===== src/rtl/branch_target_buffer.sv =====
`default_nettype none
// ============================================================================
//  Module   : branch_target_buffer
//  Purpose  : Direct-mapped BTB with 2-bit saturating direction counters.
//             Combinational lookup at fetch, registered learning at execute,
//             mispredict detection, redirect PC and resolution statistics.
//  Revision : 1.0  initial release
// ============================================================================
module branch_target_buffer #(
  parameter int ENTRIES = 16,
  parameter int IDX_W   = $clog2(ENTRIES),
  parameter int TAG_W   = 30 - IDX_W
) (
  input  logic        clk,
  input  logic        rst_n,
  input  logic [31:0] PCF,
  output logic        PredTakenF,
  output logic [31:0] PredTargetF,
  input  logic        BranchValidE,
  input  logic        StallE,
  input  logic [31:0] PCE,
  input  logic        BranchE,
  input  logic [31:0] BranchTargetE,
  input  logic        PredTakenE,
  input  logic [31:0] PredTargetE,
  output logic        MispredictE,
  output logic [31:0] RedirectPCE,
  output logic [31:0] BranchCount,
  output logic [31:0] MispredCount
);

  // Only the valid bits need reset; tag/target/ctr are ignored while invalid.
  logic [ENTRIES-1:0] valid;
  logic [TAG_W-1:0]   tag_mem    [ENTRIES];
  logic [31:0]        target_mem [ENTRIES];
  logic [1:0]         ctr_mem    [ENTRIES];

  logic [IDX_W-1:0]   idx_f;
  logic [TAG_W-1:0]   tag_f;
  logic               hit_f;
  logic [IDX_W-1:0]   idx_e;
  logic [TAG_W-1:0]   tag_e;
  logic               hit_e;
  logic               upd;
  logic [1:0]         ctr_e;
  logic [1:0]         ctr_inc;
  logic [1:0]         ctr_dec;

  assign idx_f = PCF[IDX_W+1:2];
  assign tag_f = PCF[31:IDX_W+2];
  assign idx_e = PCE[IDX_W+1:2];
  assign tag_e = PCE[31:IDX_W+2];

  assign upd   = BranchValidE & ~StallE;

  // Fetch-side lookup; no bypass from a same-cycle update.
  assign hit_f       = valid[idx_f] && (tag_mem[idx_f] == tag_f);
  assign PredTakenF  = hit_f & ctr_mem[idx_f][1];
  assign PredTargetF = hit_f ? target_mem[idx_f] : (PCF + 32'd4);

  // Execute-side lookup used to decide between training and allocation.
  assign hit_e   = valid[idx_e] && (tag_mem[idx_e] == tag_e);
  assign ctr_e   = ctr_mem[idx_e];
  assign ctr_inc = (ctr_e == 2'b11) ? 2'b11 : (ctr_e + 2'd1);
  assign ctr_dec = (ctr_e == 2'b00) ? 2'b00 : (ctr_e - 2'd1);

  // Mispredict: wrong direction, or taken with a stale target.
  assign MispredictE = BranchValidE &
                       ((BranchE != PredTakenE) |
                        (BranchE & PredTakenE & (PredTargetE != BranchTargetE)));
  assign RedirectPCE = BranchE ? BranchTargetE : (PCE + 32'd4);

  // Valid bits: cleared by reset, set on a taken-branch allocation.
  always_ff @(posedge clk or negedge rst_n) begin
    if (!rst_n) begin
      valid <= '0;
    end else if (upd && !hit_e && BranchE) begin
      valid[idx_e] <= 1'b1;
    end
  end

  // Entry payload: train the counter on a hit, allocate on a taken miss.
  always_ff @(posedge clk) begin
    if (upd) begin
      if (hit_e) begin
        if (BranchE) begin
          ctr_mem[idx_e]    <= ctr_inc;
          target_mem[idx_e] <= BranchTargetE;
        end else begin
          ctr_mem[idx_e]    <= ctr_dec;
        end
      end else if (BranchE) begin
        tag_mem[idx_e]    <= tag_e;
        target_mem[idx_e] <= BranchTargetE;
        ctr_mem[idx_e]    <= 2'b10;
      end
    end
  end

  // Resolution statistics, counted once per unstalled branch; wrap naturally.
  always_ff @(posedge clk or negedge rst_n) begin
    if (!rst_n) begin
      BranchCount  <= '0;
      MispredCount <= '0;
    end else if (upd) begin
      BranchCount <= BranchCount + 32'd1;
      if (MispredictE) begin
        MispredCount <= MispredCount + 32'd1;
      end
    end
  end

endmodule
`default_nettype wire

===== config.mk =====
export PLATFORM = sky130hd
export DESIGN_NAME = branch_target_buffer
export DESIGN_NICKNAME = d
export VERILOG_FILES = /design/src/rtl/branch_target_buffer.sv
export SDC_FILE = /design/constraint.sdc
export NUM_CORES = 1
export LEC_CHECK = 0
export BUFFER_PORTS_ARGS = -buffer_cell sky130_fd_sc_hd__buf_2
export CORE_ASPECT_RATIO = 0.5
export CORE_MARGIN = 4
export CORE_UTILIZATION = 40
export CTS_BUF_LIST = sky130_fd_sc_hd__clkbuf_8
export DETAILED_ROUTE_END_ITERATION = 6
export GPL_TIMING_DRIVEN = 0
export HOLD_SLACK_MARGIN = 0.03
export PLACE_DENSITY_LB_ADDON = 0.3
export SLEW_MARGIN = 20
export SYNTH_ARGS = -nofsm -noshare
export SYNTH_HDL_FRONTEND = slang
export SYNTH_SLANG_ARGS = --single-unit

===== constraint.sdc =====
create_clock -name clk -period 15.05 [get_ports clk]
set_input_delay 3.01 -clock clk [delete_from_list [all_inputs] [get_ports clk]]
set_output_delay 3.01 -clock clk [all_outputs]
set_load 0.05 [all_outputs]

==> results.tsv <==
metric	value	unit
terminus of the critical flop-to-flop path	tag_mem[10][20]$_DFFE_PP_	
number of remaining DRC errors	0	
root buf cell	clkbuf_8	
Req. time, crit path	12.04	ns
Initial DRC Count	4023	
hold path startpoint	MispredCount[31]$_DFFE_PN0P_	
Hold Path End	MispredCount[31]$_DFFE_PN0P_	
startpoint types	input port	
leading post-synthesis cells by cell area	edfxtp_1, mux4_2, dfrtp_1	
Final ANT Viol Nets	0	
post-synth net total	2736	
Setup Fix Bufs, Post-CTS	0	
clk_skew	0.04443	ns
DR vias	28860	
Hold Crit Class	flop to flop	
vias per cell	6.091	
filler cell count	9837	
Ys Warns	0	
H-Tree Level Count	4	
GR Overflow Total	0	
Max-slew headroom	0.1555	
peak supply drop	0.08559	mV
boundary pin count	264	
asr flop ratio synth	0.07692	
TritonCTS clock tree	done	
Avg Inst Size Synth	18.12	µm²
post-synth top area share	0.6132	
r2r worst-path depth	12	
critical-path maximum fanout	10	
hold_ws	0.4615	ns
clock-pin slew on the worst setup and hold paths	0.07	ns
total negative slack	0	ns
Core Box Area	115900	µm²
ys flop type	edfxtp_1	
Die X	492.8	µm
largest net degree at the start of global routing	52	
Post-Synthesis Cells	2594	
Final Net Count	3179	
sequential element share of the synthesized area	0.6557	
FF+latch area	30830	µm²
maximum clock rate	0.08492	GHz
share of layout cells above drive strength 1	0.3137	
Buffers on Ports	252	
initial antenna violation count	18	
r2r startpoint	tag_mem[7][16]$_DFFE_PP_	
MaxCap Viol Count	0	
Die ar.	123400	µm²
pwr dens	112.4	nW/µm²
clock sink count	1040	
Final HPWL DP	108500	µm
area leader, netlist	edfxtp_1	
later-pin clock latency in the skew report	0.87	ns
status	finished clean	
FP Rows	88	
Crit Path Class	input port to output port	
WP data arrival	8.77	ns
critical path endpoint category	output port	
global-route wire length before repair	217700	µm
final period utilization	0.7824	
area added between synthesis and finish	14.70	%
RSZ-0062 raised after global routing	false	
Routed WL	157300	µm
FF-to-FF setup slack	10.32	ns
worst hold stages	1	
Avg WL per Cell	33.18	µm
area of the multi-input gates	15400	µm²
setup violators final	0	
# hold bufs at CTS	0	
Unique masters post-synth	67	
Clock Tree Buf Depth	3	
GRT Total Usage	0.2517	
Num CTS Buffers	155	
1st-pass router iterations	5	
Worst-Margin Slew	1.267	ns
synthesized flop and latch total	1040	
vias in the first global route	28620	
min cycle time layout	11.78	ns
Final Max Slew Viols	0	
Starting Density	0.4055	
Hold Vio Cnt, Final	0	
RD Place Congestion	0.9505	
CTS resizes	0	
LEAKAGE	18.26	nW
Cell Area, Synth	47020	µm²
Die Height	250.4	µm
Post-synth EDFFs	960	
## layout make-up
type | count | area share
tap | 1575 | 0.03654
timing repair buffer | 286 | 0.03675
inverter | 46 | 0.003202
multi-input combinational | 1353 | 0.2856
buffer | 155 | 0.01497
sequential | 1040 | 0.5717
antenna | 11 | 0.0005105
clock buffer | 160 | 0.04084
clock inverter | 113 | 0.009861
## layer usage
layer,GRT usage,routed length (µm)
met3,0.06786,16630
met1,0.3275,59610
met5,0,55
met2,0.3900,72620
met4,0.1303,8349
## synthesized netlist by cell type (29+ instances only)
cell / n
a21oi_1: 29
and3_1: 39
buf_2: 32
clkbuf_1: 77
dfrtp_1: 80
edfxtp_1: 960
inv_1: 42
mux2_2: 45
mux2i_1: 101
mux4_2: 359
nand2_1: 123
nand3_1: 43
nand4_1: 35
nor2_1: 86
o21ai_0: 47
xnor2_1: 131
xor2_1: 67
## worst max-delay path by stage
| stage | depth (start not counted) | from | slack (ns) | endpoint |
|---|---|---|---|---|
| floorplan | 12 | PCF[3] | 5.32 | PredTakenF |
| global placement | 13 | PCE[3] | 2.42 | valid[15]$_DFFE_PN0P_ |
| detailed placement | 9 | PCF[4] | 3.47 | PredTargetF[13] |
| CTS | 9 | PCF[4] | 3.46 | PredTargetF[13] |
| global route | 9 | PCF[4] | 3.28 | PredTargetF[13] |
| finish | 12 | PCF[4] | 3.27 | PredTargetF[5] |
## through the flow
step                cell area (µm²)  worst slack, ns    util  instances  power [mW]
detailed placement            51150            3.471  0.4411       4455       3.981
finish                        53930            3.275  0.4651       4739       6.063
global placement              50250            2.415  0.4334       4421       3.965
CTS                           53880            3.462  0.4647       4728       6.069
floorplan                     47020            5.321       -       2594       3.689
global route                  53920            3.284  0.4650       4735       6.245
## power by group
group	total (mW)	switching (mW)	internal, mW
logic	0.703	0.472	0.231
registers	3.23	0.0289	3.20
clock network	2.13	1.12	1.01
## placed cells by master (no fill, tap or decap), types with 15 or more instances in the layout
master / count
a21oi_1: 29
a22oi_1: 17
and3_1: 24
buf_2: 283
buf_4: 28
clkbuf_1: 71
clkbuf_8: 160
clkinv_1: 38
dfrtp_1: 80
edfxtp_1: 960
inv_1: 94
mux2_2: 45
mux2i_1: 101
mux4_2: 359
nand2_1: 123
nand3_1: 43
nand4_1: 35
nor2_1: 69
nor2_4: 16
nor2b_1: 16
nor3_1: 22
o21ai_0: 47
o21bai_1: 15
xnor2_1: 131
xor2_1: 67
## cell families (layout without fill, tap and decap cells)
kind of cell / Yosys count / in the layout / share of synthesized area
other: 0 / 11 / 0
buffers and inverters: 201 / 760 / 0.02068
AO/OA/AOI/OAI: 200 / 200 / 0.02888
flip-flops: 1040 / 1040 / 0.6557
adder cells (fa/ha/maj): 8 / 8 / 0.002129
multiplexers: 515 / 515 / 0.2092
XOR/XNOR: 198 / 198 / 0.03689
AND/OR/NAND/NOR: 432 / 432 / 0.04649
## critical path: stages
cell and delay (ns):
clkbuf_1 0.72, buf_4 0.45, clkbuf_1 0.97, buf_2 0.56, buf_1 0.91, nand2_1 0.12, a32oi_1 0.23, nand4_1 0.20
nor3_4 0.62, buf_6 0.28, mux2_1 0.41, buf_2 0.24
## registers in the layout (all words and copies together) (netlist names)
register and flops:
BranchCount 32, MispredCount 32, ctr_mem 32, tag_mem 416, target_mem 512, valid 16
Power figures use the tool's default switching activity.
